<file path="src/rtl/flash_audio_pkg.sv">
// Shared types and constants for the flash audio playback path.
package flash_audio_pkg;

  typedef enum logic [2:0] {
    S_IDLE,
    S_READ,
    S_WAIT,
    S_HALF0,
    S_HALF1,
    S_STEP,
    S_SETTLE
  } reader_state_t;

  localparam logic [31:0] FLASH_LAST_ADDR = 32'h7FFFF;
  localparam int unsigned SAMPLE_W        = 16;
  localparam int unsigned SETTLE_CYCLES   = 2;

endpackage

</file>
<file path="src/rtl/flash_sample_reader.sv">
// Fetches one flash word per address and plays its two 16-bit halves on
// successive sample ticks, then requests the next address.
module flash_sample_reader #(
  parameter int unsigned ADDR_W   = 23,
  parameter int unsigned DATA_W   = 32,
  parameter int unsigned SAMPLE_W = 16
) (
  input  logic                clk,
  input  logic                reset,
  input  logic [31:0]         addr,
  input  logic                backward,
  input  logic                play,
  input  logic                sample_tick,
  output logic                flash_read,
  output logic [ADDR_W-1:0]   flash_address,
  output logic [3:0]          flash_byteenable,
  input  logic                flash_waitrequest,
  input  logic                flash_readdatavalid,
  input  logic [DATA_W-1:0]   flash_readdata,
  output logic [SAMPLE_W-1:0] sample_out,
  output logic                sample_valid,
  output logic                addr_step,
  output logic                underrun
);
  import flash_audio_pkg::reader_state_t;
  import flash_audio_pkg::S_IDLE;
  import flash_audio_pkg::S_READ;
  import flash_audio_pkg::S_WAIT;
  import flash_audio_pkg::S_HALF0;
  import flash_audio_pkg::S_HALF1;
  import flash_audio_pkg::S_STEP;
  import flash_audio_pkg::S_SETTLE;
  import flash_audio_pkg::SETTLE_CYCLES;

  reader_state_t         state_q, state_d;
  logic                  flash_read_q, flash_read_d;
  logic [ADDR_W-1:0]     flash_address_q, flash_address_d;
  logic                  dir_q, dir_d;
  logic [DATA_W-1:0]     word_q, word_d;
  logic [SAMPLE_W-1:0]   sample_out_q, sample_out_d;
  logic                  sample_valid_q, sample_valid_d;
  logic                  addr_step_q, addr_step_d;
  logic                  underrun_q, underrun_d;
  logic [1:0]            settle_q, settle_d;
  logic                  tick_play;
  logic [SAMPLE_W-1:0]   half_lo, half_hi;
  logic                  unused_addr_bits;

  assign unused_addr_bits = ^addr[31:ADDR_W];
  assign tick_play        = sample_tick & play;
  assign half_lo          = word_q[SAMPLE_W-1:0];
  assign half_hi          = word_q[DATA_W-1:SAMPLE_W];

  always_comb begin
    state_d         = state_q;
    flash_read_d    = flash_read_q;
    flash_address_d = flash_address_q;
    dir_d           = dir_q;
    word_d          = word_q;
    sample_out_d    = sample_out_q;
    sample_valid_d  = 1'b0;
    addr_step_d     = 1'b0;
    underrun_d      = underrun_q;
    settle_d        = settle_q;

    unique case (state_q)
      S_IDLE: begin
        if (play) begin
          flash_address_d = addr[ADDR_W-1:0];
          dir_d           = backward;
          flash_read_d    = 1'b1;
          state_d         = S_READ;
        end
      end
      S_READ: begin
        if (!flash_waitrequest) begin
          flash_read_d = 1'b0;
          state_d      = S_WAIT;
        end
      end
      S_WAIT: begin
        if (flash_readdatavalid) begin
          word_d  = flash_readdata;
          state_d = S_HALF0;
        end
      end
      S_HALF0: begin
        if (tick_play) begin
          sample_out_d   = dir_q ? half_hi : half_lo;
          sample_valid_d = 1'b1;
          state_d        = S_HALF1;
        end
      end
      S_HALF1: begin
        if (tick_play) begin
          sample_out_d   = dir_q ? half_lo : half_hi;
          sample_valid_d = 1'b1;
          addr_step_d    = 1'b1;
          state_d        = S_STEP;
        end
      end
      S_STEP: begin
        settle_d = 2'(SETTLE_CYCLES - 1);
        state_d  = S_SETTLE;
      end
      S_SETTLE: begin
        if (settle_q == '0) begin
          state_d = S_IDLE;
        end else begin
          settle_d = settle_q - 2'd1;
        end
      end
      default: state_d = S_IDLE;
    endcase

    // Only the two playing states can consume a tick; anywhere else it is lost.
    if (tick_play && !(state_q inside {S_HALF0, S_HALF1})) begin
      underrun_d = 1'b1;
    end
  end

  always_ff @(posedge clk) begin
    if (reset) begin
      state_q         <= S_IDLE;
      flash_read_q    <= 1'b0;
      flash_address_q <= '0;
      dir_q           <= 1'b0;
      word_q          <= '0;
      sample_out_q    <= '0;
      sample_valid_q  <= 1'b0;
      addr_step_q     <= 1'b0;
      underrun_q      <= 1'b0;
      settle_q        <= '0;
    end else begin
      state_q         <= state_d;
      flash_read_q    <= flash_read_d;
      flash_address_q <= flash_address_d;
      dir_q           <= dir_d;
      word_q          <= word_d;
      sample_out_q    <= sample_out_d;
      sample_valid_q  <= sample_valid_d;
      addr_step_q     <= addr_step_d;
      underrun_q      <= underrun_d;
      settle_q        <= settle_d;
    end
  end

  assign flash_read       = flash_read_q;
  assign flash_address    = flash_address_q;
  assign flash_byteenable = 4'b1111;
  assign sample_out       = sample_out_q;
  assign sample_valid     = sample_valid_q;
  assign addr_step        = addr_step_q;
  assign underrun         = underrun_q;

endmodule

</file>
<file path="config.mk">
export PLATFORM = sky130hd
export DESIGN_NAME = flash_sample_reader
export DESIGN_NICKNAME = d
export VERILOG_FILES = /design/src/rtl/flash_audio_pkg.sv /design/src/rtl/flash_sample_reader.sv
export SDC_FILE = /design/constraint.sdc
export NUM_CORES = 1
export LEC_CHECK = 0
export BUFFER_PORTS_ARGS = -buffer_cell sky130_fd_sc_hd__buf_2
export CAP_MARGIN = 20
export CORE_MARGIN = 2
export CORE_UTILIZATION = 40
export CTS_BUF_LIST = sky130_fd_sc_hd__clkbuf_16
export DETAILED_ROUTE_END_ITERATION = 7
export GPL_TIMING_DRIVEN = 0
export PLACE_DENSITY = 0.68
export SYNTH_ARGS = -nofsm -noshare
export SYNTH_HDL_FRONTEND = slang
export SYNTH_SLANG_ARGS = --single-unit
</file>
<file path="constraint.sdc">
create_clock -name clk -period 1.6 [get_ports clk]
set_input_delay 0.24 -clock clk [delete_from_list [all_inputs] [get_ports clk]]
set_output_delay 0.24 -clock clk [all_outputs]
set_load 0.02 [all_outputs]
</file>
==> results.cfg <==
[synthesis]
syn_area_um2 = 3250
synthFlopType = dfxtp_1
ys_seq_elements = 81
synth_edf_count = 0
synth.distinct_cells = 35
syn_area_per_cell_um2 = 8.36
synthCells = 388
ys_warn_count = 0
ys_seq_area_share_pct = 50.0
ys_async_sr_fraction_pct = 0

[clocking]
cts_buffers = 9
htreeDepth = 3
clockBufferDepth = 2
root_buffer = clkbuf_16
postCtsHoldBufs = 0
clk_pin_slew_ns = 0.07
clock-sinks = 81
clkLatencyLatePin_ns = 0.33
tritoncts = built

[run_status]
outcome = finished, violations left
violations = setup timing

[die]
die_h_um = 94.1
placementRows = 32
die_x_um = 94.1
pin_count = 118
die_area_um2 = 8850
core_um2 = 7810
start_util_pct = 41.6

[worst_setup_path]
reg2reg_to = sample_out[4]$_SDFFE_PP0P_
start_kind = flop
r2r_cells = 5
reg2reg_from = state_q[0]$_SDFFE_PP0P_
crit_required_ns = 1.80
rrSetupSlack_ns = -0.06
worstSetupPathType = reg -> reg
end_kind = flop
cp_max_fo = 10
crit_path_top_delay_cell = or3b_4
crit_arrival_ns = 1.86
crit_chain = or3b_4 > xnor2_4 > buf_12 > mux2i_2 > a211oi_2
max_stage_delay_ns = 0.46

[min_path]
hp-class = in -> reg
hold-path-endpoint = flash_address[17]$_SDFFE_PP0P_
min-delay-start = addr[17]
holdPathStages = 3

[pwr]
seqPwrFrac_pct = 37.1
internal-power_mw = 4.56
powerDensity_nw_per_um2 = 1550
p_sw_share_pct = 33.0
leakagePower_nw = 1.83
power.switching_mw = 2.24
vdd_ir_drop_max_mv = 0.889
p_comb_share_pct = 30.0
finalPower_mw = 6.80
clkPwrFrac_pct = 32.9

[routing]
vias_per_cell = 4.87
drt-initial-drc-count = 76
routedWlPerCell_um = 13.3
drtAntennaViolNets = 0
drc = 0
via_count = 3010
routed_wl_um = 8210
drtPass1Iterations = 4

[sta]
max_freq_mhz = 602
worstMarginPinSlew_ns = 0.652
slew_viol_final = 0
setup_tns_ns = -0.552
setup_viol = 12
slew_headroom_pct = 56.5
min_period_over_period_pct = 104
skew_ns = 0.00879
setup_ws_ns = -0.0623
layout_min_cycle_time_ns = 1.66
hold_viol = 0
rsz0062_at_grt = yes

[global_route]
grt_pass1_vias = 2778
grt_start_max_net_pins = 16
antenna_found_initial = 0
grt_first_pass_wirelength_um = 13200
grt.overflow.total = 0
track_usage_pct = 19.1

[cells_and_area]
antenna_cells_inserted = 0
final_nets = 583
layout-drive-gt1-share_pct = 33.7
area_growth_pct = 35.3

[placed_design]
port_buffers = 103
hpwl_um = 6010
place_congestion = 0.838
preCtsSetupSlack_ns = -0.369

[run]
maxCapViolations = 0
## kinds of logic after synthesis
family	count (synthesis)	share of synthesized area [%]
AOI/OAI and AO/OA	90	17.5
buffers and inverters	34	4.70
xor gates and xnor gates	1	0.848
other	1	0.116
adders and majority gates	1	0.385
DFF	81	50.0
muxes	18	5.59
and+or+nand+nor	162	20.9
## placed cells by master, fill, tap and decap left out, types with 6 or more instances in the layout
cell type | netlist | final
a21oi_1 | 61 | 61
nand2_1 | 115 | 115
mux2i_1 | 17 | 12
clkbuf_2 | 0 | 7
dfxtp_1 | 81 | 78
buf_4 | 4 | 15
a211oi_2 | 10 | 10
buf_2 | 2 | 103
nor2_1 | 21 | 19
clkbuf_16 | 0 | 9
clkbuf_1 | 24 | 9
a211oi_1 | 6 | 6
## layer usage
metal  track usage (%)  vias to the layer above  routed length, um
li1                  -                     1537                  -
met3              5.46                       10                625
met1              25.1                     1366               3690
met4              6.40                        0                108
met5                 0                        -                  0
met2              30.1                       97               3790
## worst max-delay path: cells and delay by family (launching register included)
kind / cells / cell delay (ns)
flip-flops: 1 / 0.37
XOR/XNOR: 1 / 0.20
multiplexers: 1 / 0.23
buffers and inverters: 1 / 0.18
AO/OA/AOI/OAI: 1 / 0.08
AND/OR/NAND/NOR: 1 / 0.46
## how the worst max path moves through the flow
stage | from | endpoint | slack [ns]
after floorplan | state_q[0]$_SDFFE_PP0P_ | sample_out[10]$_SDFFE_PP0P_ | -0.08
after global placement | state_q[1]$_SDFFE_PP0P_ | flash_address[18]$_SDFFE_PP0P_ | -0.31
after detailed placement | state_q[1]$_SDFFE_PP0P_ | flash_address[5]$_SDFFE_PP0P_ | -0.37
after CTS | state_q[0]$_SDFFE_PP0P_ | sample_out[10]$_SDFFE_PP0P_ | -0.06
after global routing | state_q[0]$_SDFFE_PP0P_ | sample_out[7]$_SDFFE_PP0P_ | -0.1
final | state_q[0]$_SDFFE_PP0P_ | sample_out[4]$_SDFFE_PP0P_ | -0.06
## per-stage QoR
step           util [%]  instances  cell area, um2  hold WS, ns
2_1_floorplan         -        391            3260        0.376
3_3_place_gp       50.0        596            3900        0.439
3_5_place_dp       50.0        596            3900        0.443
4_1_cts            55.0        614            4300        0.139
5_1_grt            56.3        618            4390        0.144
6_report           56.3        618            4390        0.142
## area by class of cell
type                       count  area (um2)
fill                         728        3420
sequential                    81        1630
multi-input combinational    276        1530
timing repair buffer         109         564
clock buffer                   9         225
buffer                        31         198
tap                          102         128
clock inverter                 7         101
inverter                       3        11.3
## power by group through the flow
| stage | registers [mW] | clock network, mW | logic (mW) |
|---|---|---|---|
| floorplan | 2.69 | 0 | 1.13 |
| global placement | 2.52 | 0 | 1.79 |
| detailed placement | 2.53 | 0 | 1.84 |
| CTS | 2.51 | 2.27 | 1.91 |
| global route | 2.56 | 2.38 | 2.26 |
| finish | 2.53 | 2.23 | 2.04 |
## sequential cells by signal, indices dropped and copies added (netlist names)
register	count
addr_step	1
underrun	1
sample_valid	1
settle_q	2
state_q	3
sample_out	16
flash_address	23
dir_q	1
flash_read	1
word_q	32
## what timing repair did
action | 4_1_cts | 5_1_grt
endpoints found under the setup margin | 72 | 69
setup buffers | 2 | 4
pin swaps | 2 | 5
gates resized for setup | 21 | 40
cloned | 0 | 0
## synth_stat cells (all sizes together), types with 2 or more instances
master / n / share of area [%]
or2: 2 / 0.39
nand2: 115 / 13
clkbuf: 24 / 2.8
mux2i: 17 / 5.2
nor2b: 4 / 0.77
nand3b: 2 / 0.46
dfxtp: 81 / 50
a211oi: 16 / 5.2
nand2b: 5 / 0.96
inv: 3 / 0.35
o211a: 2 / 0.62
nor2: 21 / 2.4
nor3: 3 / 0.46
nand3: 5 / 0.77
o21ai: 5 / 0.77
buf: 7 / 1.6
a21oi: 62 / 9.7
No activity file was read; power rests on OpenSTA's default activity.
